**src/rtl/clic_hart_if.sv**
```systemverilog
// Hart-side CLIC claim/trap handshake with interrupt-level nesting.
// Define CLIC_HART_NEST_STACK_EN for a NEST_DEPTH-entry saved-level stack; otherwise a single saved level (no nesting).
module clic_hart_if #(
  parameter int CLICINTCTLBITS = 8,
  parameter int NUM_INTR       = 1024,
  parameter int NEST_DEPTH     = 4
) (
  input  logic                      clk,
  input  logic                      rst_n,
  input  logic                      irq_valid_i,
  input  logic [$clog2(NUM_INTR)-1:0] irq_id_i,
  input  logic [CLICINTCTLBITS-1:0] irq_level_i,
  input  logic [1:0]                irq_mode_i,
  input  logic                      irq_shv_i,
  output logic                      irq_ready_o,
  input  logic                      mie_i,
  input  logic [CLICINTCTLBITS-1:0] mintthresh_i,
  output logic                      trap_req_o,
  output logic [$clog2(NUM_INTR)-1:0] trap_id_o,
  output logic [CLICINTCTLBITS-1:0] trap_level_o,
  output logic [1:0]                trap_mode_o,
  output logic                      trap_shv_o,
  input  logic                      trap_ack_i,
  input  logic                      mret_i,
  output logic [CLICINTCTLBITS-1:0] mil_o
);

  localparam int IDW = $clog2(NUM_INTR);
`ifdef CLIC_HART_NEST_STACK_EN
  localparam int DEPTH = NEST_DEPTH;
`else
  localparam int DEPTH = 1;
`endif
  localparam int SPW = $clog2(DEPTH + 1);

  localparam logic [0:0] ST_IDLE = 1'b0;
  localparam logic [0:0] ST_TRAP = 1'b1;

  if (NEST_DEPTH < 1) begin : g_bad_depth
    $error("clic_hart_if: NEST_DEPTH must be at least 1");
  end

  logic [0:0]                r_state;
  logic [SPW-1:0]            r_sp;
  logic [CLICINTCTLBITS-1:0] r_mil;
  logic [CLICINTCTLBITS-1:0] r_stack [DEPTH];
  logic [IDW-1:0]            r_trap_id;
  logic [CLICINTCTLBITS-1:0] r_trap_level;
  logic [1:0]                r_trap_mode;
  logic                      r_trap_shv;

  logic [CLICINTCTLBITS-1:0] w_floor;
  logic [CLICINTCTLBITS-1:0] w_pop_val;
  logic                      w_full;
  logic                      w_accept;
  logic                      w_ack;

  assign w_floor = (r_mil > mintthresh_i) ? r_mil : mintthresh_i;
  assign w_full  = (r_sp == SPW'(DEPTH));
  // rst_n gates the claim so no ready pulse can escape while reset is held
  assign w_accept = rst_n && (r_state == ST_IDLE) && irq_valid_i && mie_i &&
                    (irq_level_i > w_floor) && !w_full;
  assign w_ack    = (r_state == ST_TRAP) && trap_ack_i;

  always_comb begin
    w_pop_val = '0;
    for (int k = 0; k < DEPTH; k++) begin
      if (r_sp == SPW'(k + 1)) w_pop_val = r_stack[k];
    end
  end

  always_ff @(posedge clk or negedge rst_n) begin
    if (!rst_n) begin
      r_state      <= ST_IDLE;
      r_sp         <= '0;
      r_mil        <= '0;
      r_trap_id    <= '0;
      r_trap_level <= '0;
      r_trap_mode  <= '0;
      r_trap_shv   <= 1'b0;
    end else begin
      if (w_accept) begin
        r_state      <= ST_TRAP;
        r_trap_id    <= irq_id_i;
        r_trap_level <= irq_level_i;
        r_trap_mode  <= irq_mode_i;
        r_trap_shv   <= irq_shv_i;
      end else if (w_ack) begin
        r_state <= ST_IDLE;
      end
      // ack wins over a coincident mret
      if (w_ack) begin
        r_sp  <= r_sp + SPW'(1);
        r_mil <= r_trap_level;
      end else if (mret_i) begin
        if (r_sp != '0) begin
          r_sp  <= r_sp - SPW'(1);
          r_mil <= w_pop_val;
        end else begin
          r_mil <= '0;
        end
      end
    end
  end

  // Saved-level storage carries data only; emptiness is tracked by r_sp
  always_ff @(posedge clk) begin
    for (int k = 0; k < DEPTH; k++) begin
      if (w_ack && (r_sp == SPW'(k))) r_stack[k] <= r_mil;
    end
  end

  assign irq_ready_o  = w_accept;
  assign trap_req_o   = (r_state == ST_TRAP);
  assign trap_id_o    = r_trap_id;
  assign trap_level_o = r_trap_level;
  assign trap_mode_o  = r_trap_mode;
  assign trap_shv_o   = r_trap_shv;
  assign mil_o        = r_mil;

endmodule

```
**config.mk**
```make
export PLATFORM = sky130hd
export DESIGN_NAME = clic_hart_if
export DESIGN_NICKNAME = d
export VERILOG_FILES = /design/src/rtl/clic_hart_if.sv
export SDC_FILE = /design/constraint.sdc
export NUM_CORES = 1
export LEC_CHECK = 0
export BUFFER_PORTS_ARGS = -buffer_cell sky130_fd_sc_hd__buf_2
export CORE_AREA = 2 2 71 73
export DETAILED_ROUTE_END_ITERATION = 12
export DIE_AREA = 0 0 73 75
export PLACE_DENSITY = 0.7
export SETUP_SLACK_MARGIN = 0.4
export SLEW_MARGIN = 20
export SYNTH_ARGS = -nofsm -noshare
export SYNTH_HDL_FRONTEND = slang
export SYNTH_SLANG_ARGS = --single-unit
```
**constraint.sdc**
```tcl
create_clock -name clk -period 3.95 [get_ports clk]
set_input_delay 0.395 -clock clk [delete_from_list [all_inputs] [get_ports clk]]
set_output_delay 0.395 -clock clk [all_outputs]
set_load 0.05 [all_outputs]
```
==> results.txt, run 1 <==
- Run status: complete, no violations
- Maximum clock skew at final layout: 0.00470 ns
- The worst setup path is of the register to output port kind.
* DIE WIDTH: 73 um
* Max-slew violation count: 0
- STA puts the critical path data arrival time at approximately 3.0 ns.
- Unrepaired setup endpoints after global routing: no
- Synthesis produced a netlist with a net count of between 200 and 250.
* Worst Path Max Fanout: 8
* Total iterations of the first detailed-routing run: 4
- After floorplanning, the core was sized to cover 4660 um2.
* Max capacitance violation total: 0
- Final count of negative-setup-slack endpoints: 0
- Initial drt markers: 64
- Longest individual stage delay on the worst path: 0.43 ns
- Total count of hold-check failures in the final report: 0
- For this run, the register share of the synthesized area comes to 0.497.
* Maximum root-to-sink buffer count: 2
- Static leakage: roughly 1.4 nW
* Cell with the biggest individual delay on the critical path: dfrtp_2
- The number of global-route vias before repair is 1409.
- The first global-routing pass estimated 6820 um of wire.
- Antenna violations before repair: 0
- Leaving out fill and tap cells, the most frequent cell in the layout is buf_2.
- The repair_antennas step left the layout with diodes totalling 0.
- After synthesis, the cell types taking the most area are dfrtp_1, mux2_4, edfxtp_1.
- Tot Pwr: roughly 0.0017 W
* Mapped cell area: 2040 um2
* Total wire length after detailed routing: 4260 um
- Class of the tightest hold or removal check: primary input to asynchronous set/reset pin
- The top cell types in the final layout, fill and taps aside, are buf_2, dfrtp_1, mux2_4.
- Cells along the critical path: ha_1 > nor2b_1 > o211ai_1 > a21oi_2 > o22ai_4 > buf_12 > mux2i_4 > ha_4 > a21oi_1 > o21a_1 > nand3_1 > nand3_4 > inv_1 > buf_6
- Normalized max-slew margin: 0.544
* Hpwl dp: between 3000 and 4000 um
- Pin placement for this block handled 66 I/O pins.
- Drt wl/cell: 14.5 um
- Antenna violation net count after detailed routing: 0
* Clock transition at the register clock pins on the worst setup and hold paths after CTS: 0.07 ns
* Residual DRC: 0
- Data on the critical path is required at its endpoint by 3.56 ns.
* Starting density of the core: 0.438
* Number of buffers added on ports: between 60 and 70
* PnR worst setup slack: 0.582 ns
* Count of synthesis-stage warnings from yosys: 0
- Number of flip-flops and latches in the synthesized netlist: 39
* CTS H-tree lvls: 2
- The die is 75 um tall.
- Final Critical Period: 3.37 ns
* Area fraction of the dominant cell type after synthesis: 0.380
- The largest total area in the synthesized netlist belongs to dfrtp_1.
- Cell variety after synth: 25
* Layout Nets: 290
* Clk Latency, worst-skew pair: 0.29 ns
- The area growth from synthesis to layout is 27.5%.
- Total gr overflow: 0
- The die covers 5480 um2.
- Period utilization: 0.853
* Launching element type of the critical path: register
* Clock buffers created by TritonCTS: 5
* Routed via count divided by cell count: 5.02
* Peak supply drop: a little over 0.0005 V
* Routability Congestion: 0.798
- In the final layout, the share of cells above drive strength 1 is 0.450.
- Ratio of total power to cell area: 665 nW/um2
- The worst setup path is captured at an output port.
- The routed layout has 1476 vias.
- TritonCTS clock tree: yes
* Average size of a mapped cell: 12.4 um2
* Global router's overall resource usage: 0.168
- Number of clock sinks: 39
- Timing would allow up to a little under 300 MHz.
* Synth Instances: 165
- Pin slew with the least headroom to its limit: 0.681 ns
- Entering global routing, the biggest net connects 32 pins.
- Number of cell rows: 25
- Total Neg Setup Slack: 0 ns
- The tree is rooted in a clkbuf_8.
- Before CTS, the worst setup slack after placement is roughly 0.45 ns.
-- worst paths after layout --
check	start	endpoint	slack [ns]	cells past startpoint
setup / recovery	mil_o[1]$_DFFE_PN0P_	irq_ready_o	0.58	14
setup reg to reg	mil_o[1]$_DFFE_PN0P_	trap_level_o[2]$_DFFE_PN0P_	0.66	15
hold reg to reg	mil_o[1]$_DFFE_PN0P_	r_stack[0][1]$_DFFE_PP_	0.50	0
hold / removal	rst_n	trap_level_o[4]$_DFFE_PN0P_	0.17	2
max in group asynchronous	rst_n	mil_o[1]$_DFFE_PN0P_	3.46	2
min in group clk	irq_id_i[9]	trap_id_o[9]$_DFFE_PN0P_	0.33	2
-- through the flow --
step                      area, um2  utilization  hold slack [ns]  instances
final                          2610        0.559            0.175        294
after global routing           2610        0.559            0.199        294
after CTS                      2540        0.545            0.190        291
after detailed placement       2420        0.520            0.489        282
after global placement         2420        0.520            0.493        282
after floorplan                2040            -           0.0994        165
-- area by class of cell --
cell class / instances / area, um2
repair buffers: 72 / 397
multi-input cells: 110 / 1000
flip-flops and latches: 39 / 1020
well taps: 54 / 67.6
inverters: 11 / 41.3
clock buffers: 6 / 72.6
fillers: 414 / 2060
clock inverters: 2 / 7.51
-- where the power goes --
group          switching (W)  internal (W)
registers          0.0000875      0.000535
clock network       0.000131      0.000120
logic               0.000577      0.000280
-- kinds of logic after synthesis --
group | Yosys count | share of synthesized area
DFF | 39 | 0.497
AOI/OAI and AO/OA | 30 | 0.0906
adders and majority gates | 16 | 0.0980
muxes | 29 | 0.189
and+or+nand+nor | 35 | 0.0888
buffers and inverters | 16 | 0.0367
-- routing by layer --
| layer | wire length (um) | GRT usage | vias to the layer above | part of all wire |
|---|---|---|---|---|
| li1 | - | - | 740 | - |
| met1 | 2090 | 0.243 | 668 | 0.49 |
| met2 | 1800 | 0.242 | 62 | 0.42 |
| met3 | 321 | 0.0509 | 6 | 0.075 |
| met4 | 50 | 0.0494 | 0 | 0.012 |
| met5 | 0 | 0 | - | 0 |
-- timing repair --
item                                    CTS  global route
pin swaps                                 1             2
resized for setup                         3             9
endpoints found under the setup margin    1             1
buffers inserted                          1             3
hold buffers                              0             0
-- cells in the mapped netlist --
master / instances
ha_1: 16
o21a_1: 1
dfrtp_1: 31
nor2b_1: 9
a31oi_1: 7
nor3_1: 1
nand3_2: 1
nor2_1: 2
nand2_1: 13
clkbuf_1: 3
inv_1: 11
a21oi_1: 7
mux2_4: 18
and2_0: 1
mux2_2: 4
mux2i_1: 7
o22ai_4: 1
o211ai_1: 2
a21oi_2: 1
buf_6: 2
nand4_1: 4
edfxtp_1: 8
nand3b_1: 1
nand3_1: 3
o21ai_0: 11
-- flip-flops by register name, summed over array words and instances, names as in the netlist --
| signal | count |
|---|---|
| r_sp | 1 |
| trap_id_o | 10 |
| trap_mode_o | 2 |
| r_stack | 8 |
| trap_req_o | 1 |
| trap_level_o | 8 |
| trap_shv_o | 1 |
| mil_o | 8 |
-- critical path: cells and delay by family, from the launching register on --
kind,cells,cell delay (ns)
fa+ha+maj,2,0.52
flops,1,0.43
buf+inv,3,0.35
compound gates,5,0.73
simple gates,3,0.39
mux,1,0.25
(Power assumes the default switching activity.)
==> inputs of run 2 (changes only) <==
CELL_PAD_IN_SITES_DETAIL_PLACEMENT = 1   (was not set)
CELL_PAD_IN_SITES_GLOBAL_PLACEMENT = 1   (was not set)
CORE_AREA = 2 2 76 78   (was 2 2 71 73)
DIE_AREA = 0 0 78 80   (was 0 0 73 75)
PLACE_DENSITY = not set   (was 0.7)
PLACE_DENSITY_LB_ADDON = 0.1   (was not set)
==> run 2 against run 1 <==
Compared with the run above: final area grew 2.2%; flip-flop and latch count did not move; fmax is 0.93% lower; sequential share of layout area fell by 0.75 points; combinational power rose by 2%; utilization decreased by 6.6 points; global-route usage increased by 0.91 points; hold slack lost 0.055 ns; worst setup slack worse by 0.032 ns; die area grew 14%; wire length rose by 22%; final cell count rose by 6.1%; highest routed layer unchanged.
==> results.txt, run 2 (synthesis gave the netlist of run 1 again) <==
- Run status: complete, no violations (unchanged).
- Fraction of final layout cells with drive strength greater than 1: 0.483 (was 0.450)
- Clock transition at the register clock pins on the worst setup and hold paths after CTS: 0.07 ns (about the same)
- The maximum operating frequency came to 294 MHz (was 297 MHz).
- The footprint of the multi-input gates was 1030 um2 (was 1000 um2).
* Global router's overall resource usage: 0.177 (was 0.168)
* Layout area overhead: 30.3% (was 27.5%)
- The clock root buffer was clkbuf_8 (unchanged).
* Max capacitance violation total: 0 (unchanged)
- Cell with the biggest individual delay on the critical path: dfrtp_1 (was dfrtp_2)
* Routability Congestion: 0.736 (was 0.798)
* Storage element area: 1020 um2 (about the same)
- The half-perimeter wire length after placement is 4030 um (was 3270 um).
* Period utilization: 0.861 (was 0.853)
- Launching element type of the critical path: register (unchanged)
* Number of cell rows: 27 (was 25)
* Most used cells in the layout excluding fill and tap cells: buf_2, dfrtp_1, mux2_4 (unchanged)
* Floorplan core area: 5410 um2 (was 4660 um2)
* Longest individual stage delay on the worst path: 0.40 ns (was 0.43 ns)
- # fillers: 603 (was 414)
- Starting density of the core: 0.378 (was 0.438)
- Cell family contributing the most delay on the critical path: compound AO/OA/AOI/OAI gates (unchanged)
- Internal power of the cells: 0.000942 W (was 0.000936 W)
- Diode count: 0 (unchanged)
- Data required time of the worst path: 3.56 ns (about the same)
* Tot Pwr: 0.00176 W (was 0.00173 W)
- The number of hold buffers added after CTS was 0 (unchanged).
- Critical path class: register to output port (unchanged)
- The max-slew violation count came to 0 (unchanged).
- The detailed-routing iteration count for the pre-antenna-repair pass is 2 (was 4).
* Static leakage: 1.35 nW (about the same)
- DIE WIDTH: 78 um (was 73 um)
- The switching power as a share of total power came to 0.463 (was 0.460).
- Total Neg Setup Slack: 0 ns (unchanged)
- The clock network fraction of design power is 0.141 (was 0.145).
- The number of routed nets with antenna violations is 0 (unchanged).
* Number of clock sinks: 39 (unchanged)
- Net switching power figure: 0.000813 W (was 0.000796 W)
* Largest net degree at the start of global routing: 33 (was 32)
- The leading cell type in the layout, fill and taps excluded was buf_2 (unchanged).
- The power density relative to cell area is 659 nW/um2 (was 665 nW/um2).
* TritonCTS clock tree: yes (unchanged)
- Residual DRC: 0 (unchanged)
* PnR worst setup slack: 0.550 ns (was 0.582 ns)
* Maximum clock skew at final layout: 0.00747 ns (was 0.00470 ns)
- The final number of setup-violating endpoints is 0 (unchanged).
- The clock insertion delay at the later pin of the skew report was 0.29 ns (about the same).
- The initial antenna violation count was 0 (unchanged).
* Routed via count divided by cell count: 4.91 (was 5.02)
- The detail-routed net length per standard cell came to 16.6 um (was 14.5 um).
- Unrepaired setup endpoints after global routing: no (unchanged)
- Initial drt markers: 48 (was 64)
- Total gr overflow: 0 (unchanged)
- Maximum root-to-sink buffer count: 2 (unchanged)
* Class of the tightest hold or removal check: primary input to asynchronous set/reset pin (unchanged)
- CTS H-tree lvls: 2 (unchanged)
- Final Critical Period: 3.40 ns (was 3.37 ns)
- The y dimension of the die came to 80 um (was 75 um).
- Buffers plus inverters on the worst setup path: 3 (unchanged)
- The part of the total power dissipated in combinational logic is 0.500 (was 0.495).
- Utilization of the core after routing: 0.493 (was 0.559)
* Normalized max-slew margin: 0.515 (was 0.544)
* Crit end category: output port (unchanged)
- The highest net fanout along the worst path was 7 (was 8).
- Worst Setup Slack post-DPL: 0.377 ns (was 0.452 ns)
- Number of buffers added on ports: 65 (unchanged)
- Number of vias after detailed routing: 1532 (was 1476)
- The tightest hold margin is 0.120 ns (was 0.175 ns).
* Arrival time of data at the critical path endpoint: 3.00 ns (was 2.97 ns)
- Total wire length after detailed routing: 5190 um (was 4260 um)
- Number of global-route vias before repair: 1635 (was 1409)
- Number of top-level pins: 66 (unchanged)
- Largest register FFs: 10 (unchanged)
* Pin slew with the least headroom to its limit: 0.725 ns (was 0.681 ns)
* Area of the die: 6240 um2 (was 5480 um2)
- Wire length of the first global-routing pass: 8510 um (was 6820 um)
* Peak supply drop: 0.000359 V (was 0.000512 V)
* Clock buffers created by TritonCTS: 5 (unchanged)
- Total count of hold-check failures in the final report: 0 (unchanged)
- Cells along the critical path: ha_1 > nor2b_1 > o211ai_1 > a21oi_2 > o22ai_4 > buf_12 > mux2i_4 > ha_1 > nor2b_1 > o211ai_1 > nand3_2 > nand3_4 > inv_1 > buf_6 (was ha_1 > nor2b_1 > o211ai_1 > a21oi_2 > o22ai_4 > buf_12 > mux2i_4 > ha_4 > a21oi_1 > o21a_1 > nand3_1 > nand3_4 > inv_1 > buf_6).
- Layout Nets: 291 (was 290)
* Sequential share of power: 0.359 (was 0.360)
run 2: power groups by stage:
stage | combinational, W | clock, W | sequential, W
6_report | 0.000878 | 0.000248 | 0.000629
5_1_grt | 0.000920 | 0.000273 | 0.000649
4_1_cts | 0.000869 | 0.000257 | 0.000629
3_5_place_dp | 0.000854 | 0 | 0.000630
3_3_place_gp | 0.000826 | 0 | 0.000623
2_1_floorplan | 0.000232 | 0 | 0.00103
run 2: final cells by class:
type	count	share of cell area
inverters	11	0.0155
multi-input cells	110	0.387
clock buffers	7	0.0287
well taps	72	0.0338
flip-flops and latches	39	0.383
repair buffers	73	0.152
run 2: final timing paths:
path	startpoint	to	slack, ns	cells after the start
setup / recovery	mil_o[1]$_DFFE_PN0P_	irq_ready_o	0.55	14
hold / removal	rst_n	trap_id_o[0]$_DFFE_PN0P_	0.12	2
setup reg to reg	mil_o[1]$_DFFE_PN0P_	trap_level_o[2]$_DFFE_PN0P_	0.57	15
hold reg to reg	trap_id_o[8]$_DFFE_PN0P_	trap_id_o[8]$_DFFE_PN0P_	0.52	1
max in group asynchronous	rst_n	mil_o[7]$_DFFE_PN0P_	3.52	2
min in group clk	irq_id_i[2]	trap_id_o[2]$_DFFE_PN0P_	0.33	2
run 2: worst register-to-register path, cell delays in order (launching register included):
cell      delay [ns]
dfrtp_1         0.40
ha_1            0.30
nor2b_1         0.14
o211ai_1        0.18
a21oi_2         0.10
o22ai_4         0.15
buf_12          0.17
mux2i_4         0.24
ha_1            0.27
nor2b_1         0.14
o211ai_1        0.22
nand3_2         0.14
nand3_4         0.08
buf_4           0.16
buf_4           0.24
mux2_4          0.33
run 2: timing repair:
item                       4_1_cts  5_1_grt
pin swaps                        2        5
resized for setup                5       13
setup buffers                    2        3
setup endpoints to repair        1       13
run 2: stage by stage:
step	area (um2)	cells
after floorplan	2040	165
after global placement	2450	300
after detailed placement	2450	300
after CTS	2570	309
after global routing	2660	312
final	2660	312
run 2: metal layers:
layer | global-route usage | up-vias | share of wire
met4 | 0.0526 | 0 | 0.012
met3 | 0.0486 | 8 | 0.056
met5 | 0 | - | 0
met2 | 0.295 | 52 | 0.49
li1 | - | 736 | -
met1 | 0.224 | 736 | 0.45
==> inputs of run 3 (changes only) <==
ABC_AREA = 1   (was not set)
CORE_AREA = 2 2 80 82   (was 2 2 76 78)
DIE_AREA = 0 0 82 84   (was 0 0 78 80)
==> run 3 against run 2 <==
Compared with the run above: power shrank 5.7%; critical path depth increased by 5; clock power is 2% higher; sequential share of layout area fell by 0.38 points; synthesized cell count rose by 49%; fmax is 3.4% higher; global-route usage fell by 0.30 points; non-clock buffer count decreased by 2; final cell count is 27% higher; area after synthesis is 4.8% higher; clock skew down 0.0024 ns; wire length grew 10%; critical endpoint unchanged.
==> results.txt, run 3 <==
* Run status: complete, no violations (unchanged)
- Maximum clock frequency: 304 MHz (was 294 MHz)
- The antenna cell count was 0 (unchanged).
* Final Critical Period: 3.29 ns (was 3.40 ns)
* Routed via count divided by cell count: 4.74 (was 4.91)
- The number of global-route vias before repair was 1878 (was 1635).
* Sequential fraction of the synthesis area: 0.474 (was 0.497)
- The start-to-end type of the worst setup path is register to output port (unchanged).
- Most used cells in the layout excluding fill and tap cells: nand2_1, buf_2, nand3_1 (was buf_2, dfrtp_1, mux2_4)
- Sequential share of power: 0.368 (was 0.359)
- The compound-cell area share of the yosys netlist came to 0.0467 (was 0.0906).
- The number of sinks handled by clock tree synthesis was 39 (unchanged).
* DIE WIDTH: 82 um (was 78 um)
- The number of synthesized register bits came to 39 (unchanged).
* Total Neg Setup Slack: 0 ns (unchanged)
* Unrepaired setup endpoints after global routing: no (unchanged)
- Antenna violation net count after detailed routing: 0 (unchanged)
- The maximum vdd drop is 0.000330 V (was 0.000359 V).
- The first-pass GRT wire length was 9100 um (was 8510 um).
- The kind of launch point of the worst setup path is a register (unchanged).
* Net switching power figure: 0.000821 W (was 0.000813 W)
* Total wire length after detailed routing: 5720 um (was 5190 um)
* Static leakage: 1.47 nW (was 1.35 nW)
* Layout Nets: 369 (was 291)
* Largest area contributor in the netlist: dfrtp_1 (unchanged)
- TritonCTS clock tree: yes (unchanged)
- The highest net fanout along the worst path came to 12 (was 7).
* Number of buffers added on ports: 65 (unchanged)
* Clock root buffer: clkbuf_8 (unchanged)
- The fraction of final layout cells with drive strength greater than 1 was 0.310 (was 0.483).
- The post-placement cell count is 382 (was 300).
* Max-slew violation count: 0 (unchanged)
* Mapped cell area: 2140 um2 (was 2040 um2)
- The total power draw came to 0.00166 W (was 0.00176 W).
* WHS: 0.156 ns (was 0.120 ns)
- Proportion of synthesized flip-flops having asynchronous set or reset: 0.795 (unchanged)
* Largest net degree at the start of global routing: 32 (was 33)
* Class of the tightest hold or removal check: primary input to asynchronous set/reset pin (unchanged)
- Switching power as a share of total power: 0.496 (was 0.463)
- Synth Instances: 246 (was 165)
- The measured slew at the worst slew-check pin is 0.787 ns (was 0.725 ns).
- The total of warnings raised by yosys came to 0 (unchanged).
- Max capacitance violation total: 0 (unchanged)
* Number of cell rows: 29 (was 27)
* Antenna violations before repair: 0 (unchanged)
* Layout area overhead: 24.9% (was 30.3%)
- Most instantiated cells after synthesis: nand2_1, nand3_1, dfrtp_1 (was dfrtp_1, mux2_4, ha_1)
- Area fraction of the dominant cell type after synthesis: 0.362 (was 0.380)
- The final non-filler cell total came to 396 (was 312).
* Die Span Y: 84 um (was 80 um)
* Floorplan core area: 6100 um2 (was 5410 um2)
- Residual DRC: 0 (unchanged)
* Starting density of the core: 0.351 (was 0.378)
- # fillers: 783 (was 603)
- Internal power of the cells: 0.000835 W (was 0.000942 W)
- The simple-gate share of the synthesized area came to 0.301 (was 0.0888).
* Crit end category: output port (unchanged)
- Number of top-level pins: 66 (unchanged)
- The clock-pin transition on the worst setup and hold timing paths was 0.07 ns (about the same).
- Cells taking the most area after synthesis: dfrtp_1, nand2_1, edfxtp_1 (was dfrtp_1, mux2_4, edfxtp_1).
- The number of buffers created by CTS is 5 (unchanged).
- The xor and xnor fraction of the mapped netlist area was 0 (unchanged).
* Ratio of total power to cell area: 619 nW/um2 (was 659 nW/um2)
* Routability Congestion: 0.746 (was 0.736)
* Normalized max-slew margin: 0.473 (was 0.515)
- Global router's overall resource usage: 0.174 (was 0.177)
- The vias after detailed routing was 1879 (was 1532).
- The multiplexer share of the synthesized area came to 0.00467 (was 0.189).
- The most used flip-flop cell after synthesis is dfrtp_1 (unchanged).
- The per-instance average area after synthesis was 8.71 um2 (was 12.4 um2).
* Area of the die: 6890 um2 (was 6240 um2)
- The final number of setup-violating endpoints was 0 (unchanged).
- The storage element area came to 1020 um2 (about the same).
* Comb pwr share: 0.480 (was 0.500)
* Cell variety after synth: 24 (was 25)
- The data arrival time of the critical path was 2.89 ns (was 3.00 ns).
- Number of enable-type register cells in the synthesized netlist: 8 (unchanged)
* Post-Synth Adder-Cell Area: 0.0935 (was 0.0980)
- The initial detailed-routing violation count is 79 (was 48).
- The main combinational cell family by area after synthesis is simple AND/OR/NAND/NOR gates (was multiplexers).
- Total nets after synthesis: 297 (was 216)
* Drt wl/cell: 14.5 um (was 16.6 um)
- Largest register FFs: 10 (unchanged)
- The leading cell type in the layout, fill and taps excluded was nand2_1 (was buf_2).
* Total iterations of the first detailed-routing run: 4 (was 2)
* Maximum root-to-sink buffer count: 2 (unchanged)
* Period utilization: 0.833 (was 0.861)
- Total count of hold-check failures in the final report: 0 (unchanged)
- Maximum clock skew at final layout: 0.00508 ns (was 0.00747 ns)
* Hpwl dp: 4270 um (was 4030 um)
- The number of H-tree levels came to 2 (unchanged).
- The clock insertion delay at the later pin of the skew report came to 0.28 ns (was 0.29 ns).
- Most numerous cell in the Yosys netlist: nand2_1 (was dfrtp_1)
- The clock network fraction of design power is 0.152 (was 0.141).
* Total area of multi-input combinational cells: 1000 um2 (was 1030 um2)
- Data required time of the worst path: 3.56 ns (about the same)
- The global-route congestion overflow total is 0 (unchanged).
-- run 3: cell count changes in the layout (fill, tap and decap cells not counted), moves of 6 or more --
| cell | before | now |
|---|---|---|
| nand3_1 | 2 | 38 |
| o21ai_0 | 10 | 1 |
| inv_1 | 11 | 25 |
| mux2_4 | 18 | 0 |
| nand2_1 | 13 | 76 |
| o211ai_1 | 2 | 8 |
| nor2b_1 | 9 | 0 |
| nand2_2 | 0 | 12 |
| a31oi_1 | 7 | 0 |
-- run 3: kinds of logic after synthesis --
logic type / after synthesis
adder cells (fa/ha/maj): 16
multiplexers: 1
buffers and inverters: 35
AND/OR/NAND/NOR: 140
flip-flops: 39
AO/OA/AOI/OAI: 15
-- run 3: final timing paths --
check | from | endpoint | slack [ns] | cells after the start
min reg2reg | trap_id_o[2]$_DFFE_PN0P_ | trap_id_o[2]$_DFFE_PN0P_ | 0.47 | 2
min in group clk | trap_ack_i | trap_req_o$_DFFE_PN0P_ | 0.34 | 2
max in group asynchronous | rst_n | trap_id_o[8]$_DFFE_PN0P_ | 3.48 | 2
max | mil_o[2]$_DFFE_PN0P_ | irq_ready_o | 0.66 | 19
max reg2reg | mil_o[2]$_DFFE_PN0P_ | trap_id_o[6]$_DFFE_PN0P_ | 1.14 | 20
min | rst_n | mil_o[5]$_DFFE_PN0P_ | 0.16 | 2
-- run 3: per-layer routing --
metal	GRT usage	wire length, um	up-vias
met5	0	0	-
met4	0.0409	45	0
met3	0.0444	350	4
met2	0.271	2760	50
met1	0.240	2570	880
li1	-	-	945
-- run 3: power by group through the flow --
stage	clock, W	sequential [W]	combinational, W
finish	0.000252	0.000610	0.000794
global route	0.000279	0.000628	0.000856
CTS	0.000262	0.000614	0.000792
detailed placement	0	0.000621	0.000786
global placement	0	0.000620	0.000773
floorplan	0	0.000987	0.000211
-- run 3: through the flow --
step,cell area (um2),worst slack (ns),util
3_3_place_gp,2510,0.437,0.412
6_report,2680,0.661,0.439
4_1_cts,2610,0.415,0.427
2_1_floorplan,2140,0.837,-
5_1_grt,2680,0.401,0.439
3_5_place_dp,2510,0.344,0.412
-- run 3: final cells by class --
cell class / instances / share of cell area
Clock buffer: 6 / 0.0271
Clock inverter: 2 / 0.00281
Inverter: 27 / 0.0397
Multi-Input combinational cell: 173 / 0.374
Sequential cell: 39 / 0.380
Tap cell: 77 / 0.0360
Timing Repair Buffer: 71 / 0.139
Timing Repair inverter: 1 / 0.00187
-- run 3: timing repair --
item	CTS	global route
endpoints found under the setup margin	1	1
resized for setup	4	5
gates cloned	0	2
pin swaps	0	2
hold buffers	0	0
buffers inserted	0	4
-- run 3: critical path, cell delays in order (launching register included) --
cell and delay, ns:
dfrtp_1 0.44, ha_1 0.30, nand2_1 0.05, inv_1 0.11
nand2_1 0.07, nand2_1 0.06, nand2_1 0.08, nand2_4 0.12
nand2_4 0.10, nand2_1 0.07, nand2_1 0.05, ha_1 0.29
nand2_1 0.09, nor2_2 0.14, nand2_1 0.07, nand2_2 0.12
clkinv_4 0.11, nand2_8 0.12, inv_1 0.05, buf_4 0.18
